`src/rtl/oled_pixel_streamer.sv`:
```
// oled_pixel_streamer
//   Display-side end of the pixel_index -> pixel_data interface for the
//   SSD1331 PmodOLEDrgb (96x64, RGB565). Sequences panel power-up, sends
//   the fixed init command list, then streams pixels over 4-wire SPI forever.
//
// Ports
//   clock         in   1   system clock, all logic on posedge
//   reset_n       in   1   synchronous active-low reset
//   pixel_data    in   16  RGB565 colour for the current pixel_index
//   pixel_index   out  13  pixel address 0..6143 (y*96 + x)
//   sample_pixel  out  1   pixel_data is latched at the end of this cycle
//   frame_begin   out  1   sample_pixel for pixel 0
//   ready         out  1   high while streaming
//   cs_n, sclk, sdin, d_cn, resn, vccen, pmoden   SSD1331 pins
//
// State table
//   PWR_WAIT  | pmoden/resn high, let the panel supply settle
//   RES_LOW   | panel reset asserted
//   RES_HIGH  | panel reset released, wait before first command
//   INIT      | shift out the init command bytes (d_cn=0)
//   VCC_WAIT  | vccen high, let the panel high voltage settle
//   DISP_ON   | shift out display-on command
//   STREAM    | back-to-back 16-bit pixel words (d_cn=1), never exits

module oled_pixel_streamer #(
  parameter int CLK_DIV     = 8,
  parameter int POWER_DELAY = 2_000_000,
  parameter int RESET_LOW   = 1_000,
  parameter int VCC_DELAY   = 10_000_000
) (
  input  logic        clock,
  input  logic        reset_n,
  input  logic [15:0] pixel_data,
  output logic [12:0] pixel_index,
  output logic        sample_pixel,
  output logic        frame_begin,
  output logic        ready,
  output logic        cs_n,
  output logic        sclk,
  output logic        sdin,
  output logic        d_cn,
  output logic        resn,
  output logic        vccen,
  output logic        pmoden
);

  localparam int MAX_A     = (POWER_DELAY > RESET_LOW) ? POWER_DELAY : RESET_LOW;
  localparam int MAX_DELAY = (MAX_A > VCC_DELAY) ? MAX_A : VCC_DELAY;
  localparam int TW        = $clog2(MAX_DELAY + 1);
  localparam int DW        = (CLK_DIV > 1) ? $clog2(CLK_DIV) : 1;

  localparam logic [12:0] LAST_PIXEL = 13'd6143;
  localparam logic [3:0]  INIT_LAST  = 4'd12;
  localparam logic [3:0]  GAP_SLOT   = 4'd8;
  localparam logic [3:0]  WORD_LAST  = 4'd15;

  typedef enum logic [2:0] {
    PWR_WAIT,
    RES_LOW,
    RES_HIGH,
    INIT,
    VCC_WAIT,
    DISP_ON,
    STREAM
  } state_t;

  state_t        state_q, state_d;
  logic [TW-1:0] timer_q, timer_d;
  logic [DW-1:0] div_q, div_d;
  logic          half_q, half_d;      // 0: sclk low half, 1: sclk high half
  logic [3:0]    bit_q, bit_d;        // slot within byte/word; slot 8 is the inter-command gap
  logic [3:0]    byte_q, byte_d;
  logic [15:0]   shreg_q, shreg_d;
  logic          inc_pending_q;

  logic div_last, slot_end, engine_d, data_slot_d;
  logic cs_n_d, sclk_d, sdin_d, d_cn_d, resn_d, vccen_d;

  function automatic logic [7:0] init_cmd(input logic [3:0] idx);
    logic [7:0] cmd;
    case (idx)
      4'd0:    cmd = 8'hAE;
      4'd1:    cmd = 8'hA0;
      4'd2:    cmd = 8'h72;
      4'd3:    cmd = 8'hA1;
      4'd4:    cmd = 8'h00;
      4'd5:    cmd = 8'hA2;
      4'd6:    cmd = 8'h00;
      4'd7:    cmd = 8'hA4;
      4'd8:    cmd = 8'hA8;
      4'd9:    cmd = 8'h3F;
      4'd10:   cmd = 8'hAD;
      4'd11:   cmd = 8'h8E;
      4'd12:   cmd = 8'hB0;
      default: cmd = 8'h00;
    endcase
    return cmd;
  endfunction

  always_comb begin
    div_last = (div_q == DW'(CLK_DIV - 1));
    slot_end = half_q && div_last;

    state_d = state_q;
    timer_d = timer_q;
    div_d   = div_q;
    half_d  = half_q;
    bit_d   = bit_q;
    byte_d  = byte_q;
    shreg_d = shreg_q;

    if (state_q inside {INIT, DISP_ON, STREAM}) begin
      div_d = div_last ? '0 : div_q + 1'b1;
      if (div_last) half_d = ~half_q;
    end

    case (state_q)
      // The reset cycle itself holds the pins at reset values, so PWR_WAIT
      // counts one extra to give POWER_DELAY cycles of visible power-on.
      PWR_WAIT: begin
        if (timer_q == TW'(POWER_DELAY)) begin
          state_d = RES_LOW;
          timer_d = '0;
        end else begin
          timer_d = timer_q + 1'b1;
        end
      end
      RES_LOW: begin
        if (timer_q == TW'(RESET_LOW - 1)) begin
          state_d = RES_HIGH;
          timer_d = '0;
        end else begin
          timer_d = timer_q + 1'b1;
        end
      end
      RES_HIGH: begin
        if (timer_q == TW'(RESET_LOW - 1)) begin
          state_d = INIT;
          timer_d = '0;
          div_d   = '0;
          half_d  = 1'b0;
          bit_d   = '0;
          byte_d  = '0;
          shreg_d = {init_cmd(4'd0), 8'h00};
        end else begin
          timer_d = timer_q + 1'b1;
        end
      end
      INIT: begin
        if (slot_end) begin
          if (bit_q == GAP_SLOT) begin
            if (byte_q == INIT_LAST) begin
              state_d = VCC_WAIT;
              timer_d = '0;
            end else begin
              byte_d  = byte_q + 4'd1;
              bit_d   = '0;
              shreg_d = {init_cmd(byte_q + 4'd1), 8'h00};
            end
          end else begin
            bit_d   = bit_q + 4'd1;
            shreg_d = {shreg_q[14:0], 1'b0};
          end
        end
      end
      VCC_WAIT: begin
        if (timer_q == TW'(VCC_DELAY - 1)) begin
          state_d = DISP_ON;
          timer_d = '0;
          div_d   = '0;
          half_d  = 1'b0;
          bit_d   = '0;
          shreg_d = {8'hAF, 8'h00};
        end else begin
          timer_d = timer_q + 1'b1;
        end
      end
      DISP_ON: begin
        if (slot_end) begin
          if (bit_q == GAP_SLOT) begin
            state_d = STREAM;
            bit_d   = '0;
            shreg_d = pixel_data;
          end else begin
            bit_d   = bit_q + 4'd1;
            shreg_d = {shreg_q[14:0], 1'b0};
          end
        end
      end
      STREAM: begin
        if (slot_end) begin
          if (bit_q == WORD_LAST) begin
            bit_d   = '0;
            shreg_d = pixel_data;
          end else begin
            bit_d   = bit_q + 4'd1;
            shreg_d = {shreg_q[14:0], 1'b0};
          end
        end
      end
      default: state_d = PWR_WAIT;
    endcase

    // Pins are decoded from next-state values and registered, so they
    // change cleanly on the clock edge with no decode glitches.
    engine_d    = state_d inside {INIT, DISP_ON, STREAM};
    data_slot_d = engine_d && ((state_d == STREAM) || (bit_d != GAP_SLOT));
    cs_n_d      = !data_slot_d;
    sclk_d      = !(data_slot_d && !half_d);
    sdin_d      = data_slot_d && shreg_d[15];
    d_cn_d      = (state_d == STREAM);
    resn_d      = (state_d != RES_LOW);
    vccen_d     = state_d inside {VCC_WAIT, DISP_ON, STREAM};
  end

  // The last cycle of the DISP_ON gap and of every stream word is the one
  // whose closing edge loads the next pixel word.
  assign sample_pixel = slot_end &&
                        (((state_q == DISP_ON) && (bit_q == GAP_SLOT)) ||
                         ((state_q == STREAM)  && (bit_q == WORD_LAST)));
  assign frame_begin  = sample_pixel && (pixel_index == 13'd0);
  assign ready        = (state_q == STREAM);

  always_ff @(posedge clock) begin
    if (!reset_n) begin
      state_q <= PWR_WAIT;
    end else begin
      state_q <= state_d;
    end
  end

  always_ff @(posedge clock) begin
    if (!reset_n) begin
      timer_q       <= '0;
      div_q         <= '0;
      half_q        <= 1'b0;
      bit_q         <= '0;
      byte_q        <= '0;
      shreg_q       <= '0;
      inc_pending_q <= 1'b0;
      pixel_index   <= '0;
      cs_n          <= 1'b1;
      sclk          <= 1'b1;
      sdin          <= 1'b0;
      d_cn          <= 1'b0;
      resn          <= 1'b0;
      vccen         <= 1'b0;
      pmoden        <= 1'b0;
    end else begin
      timer_q       <= timer_d;
      div_q         <= div_d;
      half_q        <= half_d;
      bit_q         <= bit_d;
      byte_q        <= byte_d;
      shreg_q       <= shreg_d;
      cs_n          <= cs_n_d;
      sclk          <= sclk_d;
      sdin          <= sdin_d;
      d_cn          <= d_cn_d;
      resn          <= resn_d;
      vccen         <= vccen_d;
      pmoden        <= 1'b1;
      // Index moves one cycle after the latch so the drawing logic sees the
      // old address on the latching edge itself.
      inc_pending_q <= sample_pixel;
      if (inc_pending_q) begin
        pixel_index <= (pixel_index == LAST_PIXEL) ? 13'd0 : pixel_index + 13'd1;
      end
    end
  end

endmodule

```
`config.mk`:
```
export PLATFORM = sky130hd
export DESIGN_NAME = oled_pixel_streamer
export DESIGN_NICKNAME = d
export VERILOG_FILES = /design/src/rtl/oled_pixel_streamer.sv
export SDC_FILE = /design/constraint.sdc
export NUM_CORES = 1
export LEC_CHECK = 0
export CAP_MARGIN = 10
export CORE_MARGIN = 5
export CORE_UTILIZATION = 58
export DETAILED_ROUTE_END_ITERATION = 10
export HOLD_SLACK_MARGIN = 0.03
export PLACE_DENSITY_LB_ADDON = 0.05
export SYNTH_ARGS = -nofsm -noshare
export SYNTH_HDL_FRONTEND = slang
export SYNTH_SLANG_ARGS = --single-unit
```
`constraint.sdc`:
```
create_clock -name clock -period 3.54 [get_ports clock]
set_input_delay 0.708 -clock clock [delete_from_list [all_inputs] [get_ports clock]]
set_output_delay 0.708 -clock clock [all_outputs]
set_load 0.05 [all_outputs]
```
# [After elaboration in Yosys (flattened, before gate mapping)]
# Memories as Yosys holds them, arrays and structs flattened.
# Index checks and enable logic that the tools add are counted.
# W data, S select, Z words.
[totals] regBits=76 mem_bits_ro=128 input_bits=18 output_inout_bits=23 elab_cells=132 mem_count=1
[mem_list] name="(name not given)" depth=16 width=8 read_ports=1 rd_clocked_by_memory_dff=0 write_ports=0 line_no="81" text="case (idx)"
[classes] add_sub_neg=5 eq_ne=29 mux=54 n_bitwise=1 n_reduce_logical=25
[ops] op="$mux W16" count=9
[ops] op="$mux W24" count=6
[ops] op="$pmux W24 S4" count=1
[ops] op="$pmux W16 S5" count=1
[ops] op="$mux W4" count=13
[ops] op="$mux W3" count=13
[ops] op="$add A24 B1 Y24 const B" count=1
[ops] op="$eq A24 B10 Y1 const B" count=1
[ops] op="$eq A24 B21 Y1 const B" count=1
[ops] op="$eq A24 B24 Y1 const B" count=1
[ops] op="$eq A3 B3 Y1 const B" count=7
[ops] op="$pmux W3 S7" count=1
[ops] op="$pmux W4 S5" count=1
[ops] op="$add A13 B1 Y13 const B" count=1
[ops] op="$eq A13 B13 Y1 const B" count=1
[ops] op="$logic_not A13 Y1" count=1
[ops] op="$mux W13" count=1
[ops] op="$eq A4 B4 Y1 const B" count=3
[ops] op="$ne A2 B2 Y1 const B" count=5
[ops] op="$eq A3 B2 Y1 const B" count=3
[ops] op="$reduce_bool A3 Y1" count=3
[ops] op="$add A4 B1 Y4 const B" count=2
[ops] op="$logic_and A1 B1 Y1" count=8
[ops] op="$pmux W4 S2" count=1
[ops] op="other kinds (20)" count=29

# [Longest topological paths before layout]
# Gate-level depths: netlist of the first run.
[depth] depth_word=10 depth_mapped=11 ltp_nobuf=10

# [Worst setup path before layout of the first run]
# Ideal clock, no wire load.
[synth_timing] path_kind="reg-to-output" start="register div_q[0]" end="output frame_begin" arrival_ns=2.851 required_ns=2.832 path_slack_ns=-0.019 stages_incl_launch_ff=9 path_buffers=3 path_cell_list="dfxtp_1 > ha_1 > ha_1 > ha_1 > clkbuf_1 > clkbuf_1 > and3_1 > clkbuf_1 > and4_1"
[synth_via] elab_chain_cells=4
[synth_rtl] element="from (decl)" line_no="69" text="logic [DW-1:0] div_q, div_d;"
[synth_rtl] element="from (signal assigned)" line_no="251" text="div_q <= div_d;"
[synth_rtl] element="$eq A3 B3 Y1" line_no="101" text="div_last = (div_q == DW'(CLK_DIV - 1));"
[synth_rtl] element="$logic_and A1 B1 Y1" line_no="102" text="slot_end = half_q && div_last;"
[synth_rtl] element="$logic_and A1 B1 Y1" line_no="218" text="assign sample_pixel = slot_end &&"
[synth_rtl] element="named net sample_pixel" line_no="35" text="output logic sample_pixel,"
[synth_rtl] element="$logic_and A1 B1 Y1" line_no="221" text="assign frame_begin = sample_pixel && (pixel_index == 13'd0);"
[synth_rtl] element="to (decl)" line_no="36" text="output logic frame_begin,"
# The timed path passes the listed nets, and every way through them passes these cells.

# [Worst setup path in the final report of the first run]
[layout_timing] start="register byte_q[0]" end="register timer_q[23]"
[layout_via] elab_chain_cells=3
[layout_rtl] element="from (decl)" line_no="72" text="logic [3:0] byte_q, byte_d;"
[layout_rtl] element="from (signal assigned)" line_no="254" text="byte_q <= byte_d;"
[layout_rtl] element="$eq A4 B4 Y1" line_no="152" text="if (byte_q == INIT_LAST) begin"
[layout_rtl] element="$ne A2 B1 Y1 (no line)"
[layout_rtl] element="$reduce_and A4 Y1 (no line)"
[layout_rtl] element="to (signal assigned)" line_no="250" text="timer_q <= timer_d;"
[layout_rtl] element="to (decl)" line_no="68" text="logic [TW-1:0] timer_q, timer_d;"
# Every way passes these cells.
# A chain may end at the register's enable or synchronous reset.

==> results of run 1 <==
-- through the flow --
stage / util / worst slack, ns / instance area [sq um]
after floorplan: - / 0.321 / 4530
after global placement: 0.650 / 0.728 / 4970
after CTS: 0.672 / 0.483 / 5140
after detailed placement: 0.650 / 0.574 / 4970
after global routing: 0.672 / 0.306 / 5140
final: 0.672 / 0.503 / 5140
-- area by class of cell --
class                   instances  area share
clock inverters                 6     0.00755
flip-flops and latches         76       0.296
well taps                     102      0.0248
inverters                      17      0.0124
clock buffers                  10      0.0248
multi-input cells             441       0.546
repair buffers                 46      0.0882
-- layer usage --
| metal | global-route usage | share of wire | up-vias |
|---|---|---|---|
| met1 | 0.303 | 0.44 | 2052 |
| li1 | - | - | 2105 |
| met5 | 0 | 0 | - |
| met3 | 0.0436 | 0.051 | 33 |
| met2 | 0.398 | 0.48 | 140 |
| met4 | 0.109 | 0.034 | 0 |
-- power breakdown --
part / internal, W / switching [W]
Sequential: 0.000858 / 0.00000480
Clock: 0.000253 / 0.000328
Combinational: 0.0000264 / 0.0000288
-- worst paths after layout --
path | from | endpoint | slack [ns] | depth (start not counted)
worst max-delay path | byte_q[0]$_SDFFE_PN0P_ | timer_q[23]$_SDFFE_PN0P_ | 0.50 | 9
worst min-delay path | shreg_q[12]$_SDFFE_PN0P_ | shreg_q[12]$_SDFFE_PN0P_ | 0.49 | 2
worst max register to register | byte_q[0]$_SDFFE_PN0P_ | timer_q[23]$_SDFFE_PN0P_ | 0.50 | 9
worst min register to register | shreg_q[12]$_SDFFE_PN0P_ | shreg_q[12]$_SDFFE_PN0P_ | 0.49 | 2
-- critical path, delay by kind of cell (launching register included) --
kind                       cells  cell delay (ns)
AOI/OAI and AO/OA              1             0.20
xor gates and xnor gates       1             0.17
adders and majority gates      1             0.22
buffers and inverters          1             0.23
DFF                            1             0.44
and+or+nand+nor                5             1.65
-- cells by family (layout without fill, tap and decap cells) --
group                      Yosys count  in the layout
and+or+nand+nor                    259            259
AOI/OAI and AO/OA                  125            125
DFF                                 76             76
buffers and inverters               51             79
xor gates and xnor gates            35             35
adders and majority gates           16             16
muxes                                6              6
-- sequential cells by signal, summed over array words and instances (netlist names) --
| name | count |
|---|---|
| byte_q | 4 |
| state_q | 3 |
| inc_pending_q | 1 |
| shreg_q | 16 |
| d_cn | 1 |
| sclk | 1 |
| timer_q | 24 |
| div_q | 3 |
| sdin | 1 |
| resn | 1 |
| cs_n | 1 |
| pixel_index | 13 |
| vccen | 1 |
| half_q | 1 |
| bit_q | 4 |
| pmoden | 1 |
-- placed cells by master (no fill, tap or decap), drive strengths merged, types with 5 or more instances in the layout --
master,n
dfxtp,76
xnor2,14
a222oi,9
nand3,27
clkdlybuf4s50,38
nand4,15
nor4b,6
nor4,9
nand3b,6
a21oi,31
nand2b,7
xor2,21
clkbuf,10
a22oi,8
a31oi,7
nor2,84
nand2,45
nor3,10
or4,5
and2,11
o21ai,21
ha,16
and3,7
inv,17
buf,8
==> impl.org, run 1 <==
** Floorplan
- Boundary pin count :: 41
- The die is 98.4 microns tall.
- The die covers 9680 sq um.
- Width of the die :: 98.4 microns
- # rows :: 32
- Area of the core :: 7650 sq um
- Starting density of the core :: 0.592

** Logic synthesis
- Mapped Cells :: 568
- Simple-Gate Fraction of Synth Area :: 0.298
- Sequential fraction of the synthesis area :: 0.336
- Area share of the largest cell type after synthesis :: 0.336
- Dominant combinational cell family by area after synthesis :: simple AND/OR/NAND/NOR gates
- The fraction of the mapped netlist area in compound gates came to 0.196.
- Top flip-flop cell by instance count after synthesis :: sky130_fd_sc_hd__dfxtp_1
- Synthesized Nets :: 602
- Among all cell types in the netlist, the one instantiated most often is sky130_fd_sc_hd__nor2_1.
- Mux cell area share after synthesis :: 0.0138
- Yosys mapped a number of flops with a built-in enable equal to 0.
- For this run, the number of Yosys warnings is 0.
- Of the total synthesized cell area, the portion taken by XOR and XNOR cells is 0.0677.
- Syn_area_per_cell :: 7.97 sq um
- Of all flip-flops after synthesis, the portion carrying an async set or reset was 0.
- Summed instance area of the synthesized netlist :: 4530 sq um
- In this run, distinct cell masters in the synthesized netlist total 74.
- Of the total synthesized cell area, the portion taken by full adders, half adders and majority gates is 0.0442.
- Largest area contributor in the netlist :: sky130_fd_sc_hd__dfxtp_1
- After synthesis, the most frequently instantiated cells are sky130_fd_sc_hd__nor2_1 (84), sky130_fd_sc_hd__dfxtp_1 (76), sky130_fd_sc_hd__nand2_1 (45).
- Register bit count reported by yosys :: 76
- By area the synthesized netlist is led by sky130_fd_sc_hd__dfxtp_1 (34%), sky130_fd_sc_hd__nor2_1 (7.0%), sky130_fd_sc_hd__ha_1 (4.4%).

** Global route
- The total overflow left after global routing is 0.
- Across every metal layer, demand over resource in global routing totals 0.240.
- Maximum number of pins on one net before global-route repair :: 31
- First-pass GRT wire length :: 19300 microns
- Via count of the first global-routing pass :: 4019
- Antenna violations before repair :: 0

** Finish
- In the final layout, the share of cells above drive strength 1 is 0.0621.
- Post-route insts no fill :: 698
- Final #Nets :: 625
- In the final layout, flip-flops and latches occupy 1520 sq um.
- Number of antenna cells inserted :: 0
- Total area of multi-input combinational cells :: 2810 sq um
- The filler cells instantiated in the layout total 657.
- The area growth from synthesis to layout is 13.4%.

** Critical path
- Worst Setup End Kind :: register
- By startpoint and endpoint, the worst setup path is classified as reg2reg.
- Among all stages on the critical path, the largest delay is contributed by sky130_fd_sc_hd__nor4b_1.
- Walking the worst path, the cells encountered are inv_1 > ha_1 > and3_1 > a31oi_1 > nor4b_2 > nor4b_1 > nand4_1 > xor2_1 > nor2_1.
- Of all nets on the critical path, the largest fanout is 14.
- Required time at the worst-slack endpoint :: 3.79 ns
- Delay of the slowest critical-path stage :: 0.57 ns
- Startpoint class of the critical path :: register
- Arrival time at the worst endpoint :: 3.28 ns

** Placed design
- # placed instances :: 682
- Final HPWL DP :: 8380 microns
- Placer's final routability congestion estimate :: 0.921
- Port-buffer cells :: 40

** Clocking
- Counting the buffers created by CTS gives 9.
- Number of H-tree levels :: 3
- Total clock sinks :: 76
- CTS placed an instance of sky130_fd_sc_hd__clkbuf_8 at the clock tree root.
- TritonCTS built the clock tree.
- Worst skew pair latency :: 0.35 ns
- Post-CTS repair changed the size of 0 cells.
- Number of buffers added for setup after CTS :: 0
- After clock tree synthesis, the flow added hold-fix buffers numbering 0.
- Clock-pin slew was measured on the worst setup and hold paths at 0.08 ns.
- Maximum buffer depth of the clock tree :: 2

** Route
- Remaining antenna violation count after routing :: 0
- The routed layout has 4330 vias.
- Via/cell ratio :: 6.20
- After the first detailed-routing iteration, the DRC count stood at 389.
- For this run, the detailed router's first-pass iteration total came to 7.
- Routed WL :: 11400 microns
- Avg WL per Cell :: 16.4 microns
- For this run, design rule violations remaining after detail routing come to 0.

** Timing
- Summed over all failing endpoints, the final setup total negative slack is 0 ns.
- Rel. slew slack :: 0.509
- Slew at the pin with the worst max-slew slack :: 0.736 ns
- For the finished layout, the period the worst path requires is 3.04 ns.
- Hold is met by 0.489 ns.
- Timing would allow up to 329 MHz.
- Setup violations remaining at the end of the flow were counted as 0.
- The final number of hold-violating endpoints came to 0.
- Count of pins over their slew limit :: 0
- Of the available clock period, the critical path in the final layout requires 0.858.
- Unrepaired setup endpoints after global routing :: no
- Setup skew after layout :: 0.00862 ns

** Power
- Max IR drop VDD :: 0.000206 V
- The design draws 0.00150 W.
- Leakage dissipation :: 1.81 nW
- Power density of the placed cells :: 292 nW/um^2

** Run
- Reported max-cap violation count :: 0

** Status
- Run status :: finished, final reports clean

** Hold path
- The worst hold path belongs to the class reg2reg.
Power figures use the tool's default switching activity.
==> run 2: changes to the inputs <==
CORE_UTILIZATION = 45   (was 58)
TNS_END_PERCENT = 5   (was unset)
==> run 2 against run 1 <==
- via count shrank 3.1%
- critical path type is now reg2out
- count of clock-buffer cells in the layout is 1 lower
- routed wire length grew 1.6%
- hold slack worse by 0.0017 ns
- largest power group unchanged
- clock skew is 0.0069 ns higher
==> impl.org, run 2 (same netlist as run 1, synthesis figures left out) <==
** Status
- The run finished with clean final reports.

** Floorplan
- The effective utilization at floorplan was 0.463 (-0.129).
- The full die area is 12200 sq um (+26%).
- The die width came to 110 microns (+12%).
- The number of rows in the core area is 36 (+13%).
- Vertical die dimension :: 110 microns (+12%)
- The number of I/O pins was 41 (unchanged).
- Area of the core :: 9770 sq um (+28%)

** Critical path
- Worst Setup End Kind :: primary output
- Chain of cells forming the critical path :: nand2b_1 > o22ai_1 > and3_1 > buf_4 > buf_4
- By startpoint and endpoint, the worst setup path is classified as reg2out.
- Worst-path cell with the longest stage delay :: sky130_fd_sc_hd__dfxtp_1
- Among the stages of the critical path, the cell type that occurs most often is sky130_fd_sc_hd__buf_4.
- The required time at the endpoint of the critical path was 2.83 ns (-0.96 ns).
- The startpoint identified for the worst register-to-register timing path is byte_q[0]$_SDFFE_PN0P_.
- Arrival time at the worst endpoint :: 2.23 ns (-1.05 ns)
- The kind of cell with the highest combined delay along the critical path is flip-flops.
- The longest individual stage delay on the worst path was 0.81 ns (+0.24 ns).
- Startpoint of the worst setup timing path :: state_q[0]$_SDFF_PN0_
- Number of buffers and inverters on the critical path :: 2 (+1)
- STA classifies the critical path startpoint as a register.
- The highest fanout seen on the critical path is 21 (+7).

** Global route
- Maximum number of pins on one net before global-route repair :: 35 (+13%)
- The wire length of the first global-routing pass is 19300 microns (-0.21%).
- The overflow left after global routing was 0 (unchanged).
- Via count of the first global-routing pass :: 3903 (-2.9%)
- The number of antenna violations at the first check in global routing came to 0 (unchanged).
- GRT Resource Usage Total :: 0.199 (-0.0410)

** Finish
- Final #Nets :: 625 (unchanged)
- Biggest registers after layout :: timer_q x24, shreg_q x16, pixel_index x13
- The post-route non-filler standard cell count is 729 (+4.4%).
- The utilization of the core after routing was 0.532 (-0.140).
- Compared with the post-synthesis result, the final layout area differs by 14.8%.
- The number of antenna diodes is 0 (unchanged).
- Most frequent cells in the layout :: sky130_fd_sc_hd__nor2_1 (84), sky130_fd_sc_hd__dfxtp_1 (76), sky130_fd_sc_hd__nand2_1 (45), sky130_fd_sc_hd__clkdlybuf4s50_1 (38), sky130_fd_sc_hd__a21oi_1 (30)
- Most common cell after layout, fill and taps aside :: sky130_fd_sc_hd__nor2_1
- Counting flops per register, the top entry is timer_q.
- Share of final-layout standard cells stronger than drive strength 1 :: 0.0638 (+0.00168)
- Number of flip-flops under the largest register name :: 24 (unchanged)

** Route
- Router iterations before antenna repair :: 6 (-1)
- The average wire per standard cell is 15.9 microns (-2.7%).
- Via count :: 4196 (-3.1%)
- The routed wire length is 11600 microns (+1.6%).
- The via density per instance was 5.76 (-7.2%).
- The antenna violation net count after detailed routing came to 0 (unchanged).
- 1st-iter DRT viols :: 492 (+26%)
- Residual DRC :: 0 (unchanged)

** Clocking
- The total CTS buffers is 9 (unchanged).
- CTS tree :: built
- The maximum buffer depth of the clock tree is 2 (unchanged).
- Worst skew pair latency :: 0.36 ns (about the same)
- The post-cts resize count came to 0 (unchanged).
- Clk pin slew, worst setup/hold paths :: 0.10 ns (+0.02 ns)
- Total clock sinks :: 76 (unchanged)
- The number of buffers inserted for hold repair after clock tree synthesis is 0 (unchanged).
- The post-CTS setup repair buffer count came to 0 (unchanged).
- The tree is rooted in a sky130_fd_sc_hd__clkbuf_8.
- The level count of the clock H-tree came to 3 (unchanged).

** Power
- The total leakage power is 1.82 nW (+0.64%).
- Max IR drop VDD :: 0.000187 V (-9.3%)
- The power per cell area was 301 nW/um^2 (+3.2%).

** Timing
- Share of the cycle needed by the critical path after routing :: 0.829 (-0.0288)
- Rel. slew slack :: 0.498 (-0.0110)
- The setup clock skew after layout came to 0.0156 ns (+0.00694 ns).
- The final number of hold-violating endpoints came to 0 (unchanged).
- Setup repair after global routing left no endpoint under its margin.
- Peak Freq :: 341 MHz (+3.5%)
- Post-layout min period :: 2.94 ns (-0.102 ns)
- Final sum of negative setup slack :: 0 ns (unchanged)
- The actual slew at the worst max-slew pin came to 0.752 ns (+0.0165 ns).
- The setup-violating endpoint count in the final report is 0 (unchanged).
- Count of pins over their slew limit :: 0 (unchanged)

** Placed design
- # placed instances :: 713 (+4.5%)
- Final HPWL DP :: 8290 microns (-1.1%)
- The global placement routability congestion is 0.865 (-6.1%).
- The count of port buffers added during placement is 40 (unchanged).

** Hold path
- In this run the most critical hold path is launched from shreg_q[12]$_SDFFE_PN0P_.
- The worst hold path belongs to the class reg2reg.

** Run
- Reported max-cap violation count :: 0 (unchanged)
-- run 2: through the flow --
step,total power [W],cell area [sq um],hold WS [ns],setup slack (ns)
global placement,0.000939,5010,0.476,0.742
floorplan,0.000908,4530,0.436,0.321
finish,0.00157,5200,0.487,0.604
CTS,0.00159,5200,0.499,0.583
global route,0.00164,5200,0.531,0.288
detailed placement,0.000940,5010,0.484,0.682
-- run 2: final timing paths --
kind	endpoint	slack (ns)	cells past startpoint
setup reg to reg	timer_q[23]$_SDFFE_PN0P_	0.61	10
hold reg to reg	shreg_q[12]$_SDFFE_PN0P_	0.49	2
setup / recovery	sample_pixel	0.60	5
hold / removal	shreg_q[12]$_SDFFE_PN0P_	0.49	2
-- run 2: power breakdown --
group,switching (W),internal [W],total (W)
Clock,0.000376,0.000272,0.000648
Combinational,0.0000301,0.0000265,0.0000566
Sequential,0.00000489,0.000858,0.000863
Total,0.000411,0.00116,0.00157
-- run 2: layout make-up --
type,count,area (sq um)
Fill cell,972,4570
Multi-Input combinational cell,441,2810
Sequential cell,76,1520
Timing Repair Buffer,46,453
Tap cell,133,166
Clock buffer,9,124
Clock inverter,7,67.6
Inverter,17,63.8
-- run 2: per-layer routing --
metal | vias up | GRT usage | share of wire
met5 | - | 0 | 0
met4 | 0 | 0.0554 | 0.0083
met3 | 8 | 0.0355 | 0.056
met2 | 111 | 0.300 | 0.44
met1 | 1971 | 0.291 | 0.50
li1 | 2106 | - | -
-- run 2: tightest hold or removal path, delay by kind of cell, from the launching register on --
kind | cells | cell delay (ns)
AND/OR/NAND/NOR | 1 | 0.06
flip-flops | 1 | 0.33
AO/OA/AOI/OAI | 1 | 0.06
==> run 3: changes to the inputs <==
clock period = 2.85 ns   (was 3.54 ns; I/O delays follow)
==> run 3 against run 2 <==
- clock skew decreased by 0.0047 ns
- setup slack got worse by 0.46 ns
- critical path depth is 2 higher
- critical endpoint is now frame_begin
- largest power group unchanged
- highest routed layer unchanged
==> impl.org, run 3 (same netlist as run 1, synthesis figures left out) <==
** Finish
- Final #Nets :: 641 (+2.6%)
- Synth-to-layout area growth :: 19.1%
- Most flop-heavy register :: timer_q
- The largest registers in the layout are timer_q x24, shreg_q x16, pixel_index x13.
- The fill cell total of the finished layout is 936 (-3.7%).
- Footprint of the flip-flops and latches :: 1520 sq um (about the same)
- The layout cell share with drive strength beyond 1 was 0.0917 (+0.0279).
- Number of flip-flops under the largest register name :: 24 (unchanged)
- Most common cell after layout, fill and taps aside :: sky130_fd_sc_hd__nor2_1
- The top cell types in the final layout, fill and taps aside, are sky130_fd_sc_hd__nor2_1 (84), sky130_fd_sc_hd__dfxtp_1 (75), sky130_fd_sc_hd__nand2_1 (45), sky130_fd_sc_hd__clkdlybuf4s50_1 (38), sky130_fd_sc_hd__a21oi_1 (30).
- Post-route insts no fill :: 744 (+2.1%)
- The area of the multi-input gates was 2830 sq um (+0.76%).
- Area of all placed cells without fillers :: 5400 sq um (+3.7%)
- Number of antenna cells inserted :: 0 (unchanged)

** Route
- Residual DRC :: 0 (unchanged)
- The via density per instance is 5.79 (+0.53%).
- The routed wire length was 11700 microns (+0.63%).
- Avg WL per Cell :: 15.7 microns (-1.4%)
- Via count :: 4305 (+2.6%)
- The count of routing violations after the opening detailed-route iteration is 360 (-27%).
- The antenna violation net count after detailed routing came to 0 (unchanged).
- Router iterations before antenna repair :: 6 (unchanged)

** Power
- Leakage dissipation :: 1.94 nW (+6.5%)
- The switching power summed over all nets came to 0.000424 W (+3.1%).
- Share of total power consumed by net switching :: 0.201 (-0.0610)
- The logic gate share of total power came to 0.035 (about the same).
- The power per cell area is 390 nW/um^2 (+29%).
- Internal portion of total power :: 0.00168 W (+45%)
- The portion of total power attributed to sequential cells is 0.510 (-0.041).
- Portion of total power attributed to the clock network :: 0.456 (+0.043)
- The peak ir drop on the vdd network came to 0.000234 V (+25%).

** Status
- The flow ran to the end, and the final reports show no timing, DRC or antenna violations.

** Timing
- The sum of negative setup slack is 0 ns (unchanged).
- The final-report max-slew violation count is 0 (unchanged).
- The worst path needs 2.70 ns of the cycle, external delays included.
- The actual slew at the worst max-slew pin came to 0.676 ns (-0.0762 ns).
- Worst setup slack after layout :: 0.149 ns (-0.456 ns)
- Dividing the final minimum period by the clock period gives 0.948.
- The setup-violating endpoint count in the final report is 0 (unchanged).
- The final number of hold-violating endpoints is 0 (unchanged).
- Setup repair after global routing left no endpoint under its margin.
- Peak Freq :: 370 MHz
- Setup skew after layout :: 0.0109 ns (-0.00471 ns)
- The relative max-transition margin came to 0.546 (+0.0484).

** Critical path
- The highest fanout seen on the critical path came to 13 (-38%).
- Startpoint class of the critical path :: register
- Walking the worst path, the cells encountered are ha_1 > ha_1 > ha_2 > buf_4 > and3_2 > and4_4 > buf_12.
- On the critical path the largest part of the delay comes from adder cells.
- The worst reg-to-reg setup slack was 0.19 ns (-0.42 ns).
- Arrival time at the worst endpoint :: 2.13 ns (-0.10 ns)
- The count of buffering cells on the critical path with inverters included came to 2 (unchanged).
- The worst setup path is captured at a primary output.
- On the critical path, the stage with the largest delay is an instance of sky130_fd_sc_hd__dfxtp_1.
- By startpoint and endpoint, the worst setup path is classified as reg2out.
- The required time at the endpoint of the critical path is 2.28 ns (-0.55 ns).
- Delay of the slowest critical-path stage :: 0.36 ns (-0.45 ns)
- Cell repeated most along the worst path :: sky130_fd_sc_hd__ha_1

** Global route
- The number of antenna violations at the first check in global routing was 0 (unchanged).
- Maximum number of pins on one net before global-route repair :: 22 (-37%)
- GRT Resource Usage Total :: 0.200 (+0.00125)
- First-pass GRT wire length :: 19400 microns (+0.32%)
- Via count of the first global-routing pass :: 4022 (+3.0%)
- Total global routing overflow :: 0 (unchanged)

** Floorplan
- The number of I/O pins is 41 (unchanged).
- The core area came to 9770 sq um (unchanged).
- # rows :: 36 (unchanged)
- The full die area is 12200 sq um (unchanged).
- Width of the die :: 110 microns (unchanged)
- The y dimension of the die is 110 microns (unchanged).
- Starting density of the core :: 0.463 (unchanged)

** Run
- The number of max-capacitance violations reported is 0 (unchanged).

** Placed design
- The instance area after placement was 5140 sq um (+2.7%).
- The count of port buffers added during placement is 40 (unchanged).
- The number of placed instances with taps included came to 729 (+2.2%).
- The global placement routability congestion is 0.915 (+5.8%).
- The post-place setup slack is 0.205 ns (-0.477 ns).
- The HPWL reported at the end of detailed placement is 8770 microns (+5.8%).

** Hold path
- The min-delay analysis places its worst path in the category reg2reg.

** Clocking
- Num CTS Buffers :: 9 (unchanged)
- Number of buffers added for setup after CTS :: 0 (unchanged)
- Worst skew pair latency :: 0.35 ns (about the same)
- Maximum buffer depth of the clock tree :: 2 (unchanged)
- Total clock sinks :: 76 (unchanged)
- CTS tree :: built
- Clk pin slew, worst setup/hold paths :: 0.07 ns (-0.03 ns)
- Root buffer selected by CTS :: sky130_fd_sc_hd__clkbuf_8
- Number of H-tree levels :: 3 (unchanged)
[run 3: worst register-to-register path, delay by kind of cell, from the launching register on]
family / cells / cell delay, ns
simple gates: 3 / 0.68
flops: 1 / 0.41
compound gates: 4 / 1.13
fa+ha+maj: 1 / 0.30
[run 3: repair_timing]
action,4_1_cts,5_1_grt
hold buffers,0,0
setup endpoints to repair,0,4
resized for setup,0,5
[run 3: power by group through the flow]
| stage | clock [W] | combinational [W] | sequential, W |
|---|---|---|---|
| after floorplan | 0 | 0.0000283 | 0.00110 |
| after global placement | 0 | 0.0000729 | 0.00110 |
| after detailed placement | 0 | 0.0000723 | 0.00110 |
| after CTS | 0.000991 | 0.0000733 | 0.00107 |
| after global routing | 0.00104 | 0.0000792 | 0.00107 |
| final | 0.000959 | 0.0000731 | 0.00107 |
[run 3: layer usage]
metal  wire [microns]  vias up  track usage
li1                 -     2138            -
met1             5670     2004        0.279
met2             5050      142        0.300
met3              764       21       0.0483
met4              210        0       0.0748
met5                0        -            0
[run 3: worst paths after layout]
check	startpoint	endpoint	cells past startpoint
worst max-delay path	div_q[0]$_SDFF_PN0_	frame_begin	7
worst min register to register	shreg_q[12]$_SDFFE_PN0P_	shreg_q[12]$_SDFFE_PN0P_	2
worst max register to register	timer_q[1]$_SDFFE_PN0P_	sdin$_SDFF_PN0_	8
worst min-delay path	shreg_q[12]$_SDFFE_PN0P_	shreg_q[12]$_SDFFE_PN0P_	2
[run 3: through the flow]
stage               total power (W)  utilization  hold slack, ns
finish                      0.00210        0.552           0.482
global route                0.00219        0.552           0.538
detailed placement          0.00117        0.526           0.469
CTS                         0.00214        0.550           0.482
global placement            0.00117        0.526           0.456
floorplan                   0.00113            -           0.436
[run 3: area by class of cell]
| class | instances | share of cell area |
|---|---|---|
| tap | 133 | 0.0308 |
| clock inverter | 4 | 0.0183 |
| clock buffer | 11 | 0.0244 |
| inverter | 17 | 0.0118 |
| sequential | 76 | 0.282 |
| multi-input combinational | 441 | 0.524 |
| timing repair buffer | 62 | 0.109 |
